[config.mk]
export PLATFORM = sky130hd
export DESIGN_NAME = alu_share_arbiter
export DESIGN_NICKNAME = d
export VERILOG_FILES = /design/src/rtl/alu_share_arbiter.sv
export SDC_FILE = /design/constraint.sdc
export NUM_CORES = 1
export LEC_CHECK = 0
export ABC_AREA = 1
export BUFFER_PORTS_ARGS = -buffer_cell sky130_fd_sc_hd__clkbuf_2
export CAP_MARGIN = 20
export CORE_AREA = 2 2 109 111
export DETAILED_ROUTE_END_ITERATION = 8
export DIE_AREA = 0 0 111 113
export PLACE_DENSITY = 0.85
export SYNTH_ARGS = -nofsm -noshare
export SYNTH_HDL_FRONTEND = slang
export SYNTH_SLANG_ARGS = --single-unit
[constraint.sdc]
create_clock -name clk -period 3.3 [get_ports clk]
set_input_delay 0.66 -clock clk [delete_from_list [all_inputs] [get_ports clk]]
set_output_delay 0.66 -clock clk [all_outputs]
set_load 0.02 [all_outputs]
[src/rtl/alu_share_arbiter.sv]
// alu_share_arbiter
//   Shares one combinational ALU between two requesters (0: core pipeline,
//   1: debug/UART command path) using round-robin arbitration and
//   valid/ready handshakes. An accepted request is registered, presented to
//   the ALU for exactly one cycle, and the captured result/zero flag are
//   returned on a single response channel tagged with the requester id.
//
// Ports
//   clk, rst_n                   clock (rising edge), async active-low reset
//   req_valid0/1, req_ready0/1   request handshake per requester
//   req_op0/1, req_sftmd0/1      ALUop and shift-mode flag per requester
//   req_a0/1, req_b0/1           operands per requester
//   alu_op/sftmd/a/b             drive the ALU; all-zero outside ISSUE
//   alu_result, alu_zero         combinational ALU outputs
//   rsp_valid, rsp_ready         response handshake
//   rsp_id, rsp_result, rsp_zero response owner, captured result and zero flag
module alu_share_arbiter #(
    parameter int DATA_W = 32,
    parameter int OP_W   = 4
) (
    input  logic              clk,
    input  logic              rst_n,
    input  logic              req_valid0,
    output logic              req_ready0,
    input  logic [OP_W-1:0]   req_op0,
    input  logic              req_sftmd0,
    input  logic [DATA_W-1:0] req_a0,
    input  logic [DATA_W-1:0] req_b0,
    input  logic              req_valid1,
    output logic              req_ready1,
    input  logic [OP_W-1:0]   req_op1,
    input  logic              req_sftmd1,
    input  logic [DATA_W-1:0] req_a1,
    input  logic [DATA_W-1:0] req_b1,
    output logic [OP_W-1:0]   alu_op,
    output logic              alu_sftmd,
    output logic [DATA_W-1:0] alu_a,
    output logic [DATA_W-1:0] alu_b,
    input  logic [DATA_W-1:0] alu_result,
    input  logic              alu_zero,
    output logic              rsp_valid,
    input  logic              rsp_ready,
    output logic              rsp_id,
    output logic [DATA_W-1:0] rsp_result,
    output logic              rsp_zero
);

    typedef enum logic [1:0] {
        IDLE  = 2'd0,
        ISSUE = 2'd1,
        RESP  = 2'd2
    } state_t;

    state_t state;
    logic   last_grant;
    logic   cur_id;
    logic   grant0;
    logic   grant1;

    // Under contention the requester that did not win last time is granted.
    always_comb begin
        grant0 = 1'b0;
        grant1 = 1'b0;
        if (req_valid0 && req_valid1) begin
            grant0 = last_grant;
            grant1 = ~last_grant;
        end else begin
            grant0 = req_valid0;
            grant1 = req_valid1;
        end
    end

    assign req_ready0 = (state == IDLE) && grant0;
    assign req_ready1 = (state == IDLE) && grant1;

    // The alu_* registers double as the latched operands: loaded on accept,
    // cleared when ISSUE ends, so they are non-zero only during ISSUE.
    always_ff @(posedge clk or negedge rst_n) begin
        if (!rst_n) begin
            state      <= IDLE;
            last_grant <= 1'b1;
            cur_id     <= 1'b0;
            alu_op     <= '0;
            alu_sftmd  <= 1'b0;
            alu_a      <= '0;
            alu_b      <= '0;
            rsp_valid  <= 1'b0;
            rsp_id     <= 1'b0;
            rsp_result <= '0;
            rsp_zero   <= 1'b0;
        end else begin
            case (state)
                IDLE: begin
                    if (grant0 || grant1) begin
                        alu_op     <= grant1 ? req_op1    : req_op0;
                        alu_sftmd  <= grant1 ? req_sftmd1 : req_sftmd0;
                        alu_a      <= grant1 ? req_a1     : req_a0;
                        alu_b      <= grant1 ? req_b1     : req_b0;
                        cur_id     <= grant1;
                        last_grant <= grant1;
                        state      <= ISSUE;
                    end
                end
                ISSUE: begin
                    rsp_result <= alu_result;
                    rsp_zero   <= alu_zero;
                    rsp_id     <= cur_id;
                    rsp_valid  <= 1'b1;
                    alu_op     <= '0;
                    alu_sftmd  <= 1'b0;
                    alu_a      <= '0;
                    alu_b      <= '0;
                    state      <= RESP;
                end
                RESP: begin
                    if (rsp_ready) begin
                        rsp_valid <= 1'b0;
                        state     <= IDLE;
                    end
                end
                default: state <= IDLE;
            endcase
        end
    end

endmodule

# ---- Yosys cells after proc, flatten, opt, wreduce, memory -nomap -nowiden
# Cells that the tools add are included.
dict set report classes {
  multipliers 0
  n_shift 0
  n_div 0
  n_lt_le_gt_ge 0
  addsub 0
  eq_ne 4
  mux 19
  bitwise 1
  n_reduce_logical 11
}
# cell n
set op_table {}
lappend op_table {{2-to-1 mux 32 bit} 4}
lappend op_table {{one-hot mux 32 bit (2 select lines)} 2}
lappend op_table {{2-to-1 mux 4 bit} 2}
lappend op_table {{one-hot mux 4 bit (2 select lines)} 1}
lappend op_table {{AND reduction 2 bit} 4}
lappend op_table {{one-hot mux 2 bit (3 select lines)} 1}
lappend op_table {{2-to-1 mux 1 bit} 5}
lappend op_table {{2-to-1 mux 2 bit} 2}
lappend op_table {{one-hot mux 1 bit (2 select lines)} 2}
lappend op_table {{nonzero test 2 bit} 2}
lappend op_table {{logical AND 1 bit} 3}
lappend op_table {{== test 2 x 1 -> 1 bit (second input constant)} 1}
lappend op_table {{== test 2 bit (second input constant)} 1}
lappend op_table {{logical NOT 2 bit} 1}
lappend op_table {{inequality test 2 x 1 -> 1 bit (second input constant)} 1}
lappend op_table {{inequality test 2 bit (second input constant)} 1}
lappend op_table {{logical OR 1 bit} 1}
lappend op_table {{inverter 1 bit} 1}
dict set report word_totals {
  out_inout_bits 106
  romBits 0
  input_bits 176
  n_memories 0
  latchBits 0
  wordCells 46
  register_bits 108
  ramBits 0
}

# ---- Depth between registers and ports, before layout
dict set report depth {
  ltp_word 5
  mapped_depth 7
  ltp_nobuf 5
}

# ---- Worst setup path before layout
# No wires, ideal clock.
dict set report synth_timing {
  kind {input to output}
  from {input port req_valid1}
  to {output port req_ready0}
  t_arrival_ns 1.335
  n_path_buf 2
  cell_stages 3
  setup_slack_ns 1.305
  required_ns 2.640
  path_cell_list {buf_2 -> buf_2 -> a21oi_1}
}
dict set report synth_between {
  elab_chain_cells 3
}
# item line_no
set synth_lines {}
lappend synth_lines {{start: declaration} 29} ;# input logic req_valid1,
lappend synth_lines {{logical AND 1 bit} 64} ;# if (req_valid0 && req_valid1) begin
lappend synth_lines {{2-to-1 mux 1 bit} 64}
lappend synth_lines {{logical AND 1 bit} 73} ;# assign req_ready0 = (state == IDLE) && grant0;
lappend synth_lines {{end: declaration} 24} ;# output logic req_ready0,
# Every way passes these cells.

# ---- Worst setup path after layout
dict set report layout_timing {
  from {register state[1]}
  to {output port req_ready1}
}
dict set report layout_between {
  elab_chain_cells 2
}
# item line_no
set layout_lines {}
lappend layout_lines {{start: declaration} 54} ;# state_t state;
lappend layout_lines {{start signal: assignment} 80} ;# state <= IDLE;
lappend layout_lines {{start signal: assignment} 101} ;# state <= ISSUE;
lappend layout_lines {{start signal: assignment} 113} ;# state <= RESP;
lappend layout_lines {{logical NOT 2 bit} 74} ;# assign req_ready1 = (state == IDLE) && grant1;
lappend layout_lines {{logical AND 1 bit} 74}
lappend layout_lines {{end: declaration} 30} ;# output logic req_ready1,
# Every way passes these cells.

==> flow_summary_export.csv <==
group,metric,value,unit
run_status,status,"finished, final reports clean",
drt,firstDrtPassIters,5,
yosys,synth_area_leaders,"dfrtp_1, nand3_1, nand2_1, inv_1, buf_2",
floorplan,num_rows,39,
sta,fin_skew,0.009383,ns
yosys,ys_ff_latch,108,
drt,drtAntennaViolNets,0,
sta,finalSetupViolations,0,
sta,fin_crit_sh,70.68,%
worst_setup_path,endpoint_kind,"output pin",
sta,rsz0062_at_grt,"false",
placed_design,io_buffer_count,281,
drt,vias_per_cell,4.952,
clock_tree,ctsHoldBuffers,0,
worst_setup_path,arrival,1.67,ns
hold_path,min_path_type,"primary input to asynchronous set/reset pin",
yosys,yosys_warnings,0,
clock_tree,numClockSinks,108,
worst_setup_path,required,2.64,ns
clock_tree,clk_path_buf_depth,2,
sta,worst_pin_slew,0.7155,ns
final_layout,final_cell_mix,"clkbuf_2, nand2_1, nand3_1, inv_1, dfrtp_1",
drt,wire_per_inst,13.31,um
yosys,netlist_area,5538,um^2
yosys,synth_top_area_share,48.35,%
global_route,antenna_found_initial,1,
floorplan,io-pin-count,282,
placed_design,place.gp.congestion,0.8422,
power,ir_drop,756.4,uV
yosys,synth_top_area_cell,"dfrtp_1",
floorplan,start_util,49.13,%
clock_tree,htree_levels,3,
yosys,yosys.cell_types.count,18,
final_layout,final_cells,1170,
job,max_cap_viol_count,0,
clock_tree,cts.clk_slew.worst_paths,0.07,ns
final_layout,fin_util,65.22,%
worst_setup_path,reg2regPathDepth,6,
global_route,grt_pass1_vias,5425,
floorplan,die_w,111,um
yosys,ys_seq_area_share,48.83,%
final_layout,area.growth.synth_to_final,32.76,%
global_route,grt_max_degree,79,
sta,clock.fmax,428.7,MHz
global_route,grt-ovfl-total,0,
final_layout,nets,1197,
global_route,grt_pass1_wl,26030,um
floorplan,die_h,113,um
clock_tree,cts_tree,"built",
sta,hold_viol,0,
drt,dr_total_vias,5794,
clock_tree,postCtsSetupRepairBufs,0,
final_layout,final_layout_size_suffix_gt1_share,30.99,%
power,powerDensity,935.5,nW/um^2
power,totalPowerFinal,6.878,mW
sta,min_period,2.333,ns
placed_design,dp_cells,1153,
sta,finalMaxSlewViolations,0,
power,p_leak,4.714,nW
clock_tree,root_buffer,"clkbuf_16",
yosys,syn_inst,766,
floorplan,coreArea,11270,um^2
clock_tree,ctsResizeCount,0,
drt,drt-initial-drc-count,352,
drt,routed_wl,15570,um
global_route,grtUsageTotal,25.44,%
sta,max-slew-margin-rel,52.30,%
clock_tree,cts_buffers,9,
drt,drc,0,
floorplan,die_area,12540,um^2
final_layout,nFillCells,990,
worst_setup_path,crit_type,"register to output pin",
clock_tree,clk_latency,0.34,ns
placed_design,hpwl,11260,um
worst_setup_path,crit_fanout,5,
sta,fin_setup_tns,0,ns
yosys,syn_area_per_cell,7.230,um^2
yosys,synth_nets,942,
worst_setup_path,start_kind,"register",
final_layout,final_common_cell,"clkbuf_2",
[synthesized netlist by cell type (all sizes together)]
cell / n
inv: 145
o21ai: 6
nor2: 4
clkbuf: 20
nand2: 243
a21oi: 1
nand3: 209
dfstp: 1
buf: 30
dfrtp: 107
[where the power goes]
group / switching, mW / total, mW / internal [mW]
registers: 0.354 / 2.32 / 1.96
clock network: 0.457 / 1.22 / 0.762
logic: 2.30 / 3.34 / 1.04
total: 3.12 / 6.88 / 3.76
[critical path, stage by stage, from the launching register on]
cell and delay [ns]:
dfrtp_1 0.44, nor2_1 0.37, nand3_1 0.25, inv_1 0.11, clkbuf_2 0.17
[metal layers]
| layer | global-route usage, % | share of wire (%) | vias to the layer above |
|---|---|---|---|
| met3 | 4.446 | 8.1 | 37 |
| li1 | - | - | 2846 |
| met2 | 42.62 | 48 | 306 |
| met5 | 0 | 0 | - |
| met4 | 11.33 | 3.1 | 0 |
| met1 | 32.68 | 41 | 2605 |
[through the flow]
| stage | setup WS (ns) | area, um^2 | hold WS, ns |
|---|---|---|---|
| final | 0.9675 | 7352 | 0.2683 |
| after global routing | 0.9168 | 7350 | 0.2819 |
| after CTS | 0.9744 | 7350 | 0.2717 |
| after detailed placement | 1.301 | 6999 | 0.4590 |
| after global placement | 1.324 | 6999 | 0.4532 |
| after floorplan | 1.305 | 5538 | 0.3644 |
[path summary, 6_finish.rpt]
check,start,endpoint,slack (ns)
min reg2reg,rsp_result[23],rsp_result[23],0.47
max in group asynchronous,rst_n,alu_a[13],2.33
max,state[1],req_ready1,0.97
max reg2reg,state[1],alu_a[29],1.28
min in group clk,rsp_result[23],rsp_result[23],0.47
min,rst_n,rsp_result[24],0.27
[cell families (layout without fill, tap and decap cells)]
logic type | count (synthesis) | in the layout | share of synthesized area, %
and+or+nand+nor | 456 | 456 | 35.99
buffers and inverters | 195 | 455 | 14.48
DFF | 108 | 108 | 48.83
AOI/OAI and AO/OA | 7 | 7 | 0.7003
other | 0 | 1 | 0
[state kept, by name (all words and copies together) (netlist names), 2 cells and up]
name / cells
alu_a: 32
alu_b: 32
alu_op: 4
rsp_result: 32
state: 2
[final cells by class]
cell class | count | area [um^2] | area share (%)
antenna | 1 | 2.502 | 0.03404
timing repair buffer | 294 | 1531 | 20.83
tap | 143 | 178.9 | 2.434
multi-input combinational | 463 | 2039 | 27.74
clock inverter | 6 | 111.4 | 1.515
sequential | 108 | 2704 | 36.78
inverter | 145 | 545.5 | 7.420
clock buffer | 10 | 239.0 | 3.251
(Power assumes the default switching activity.)
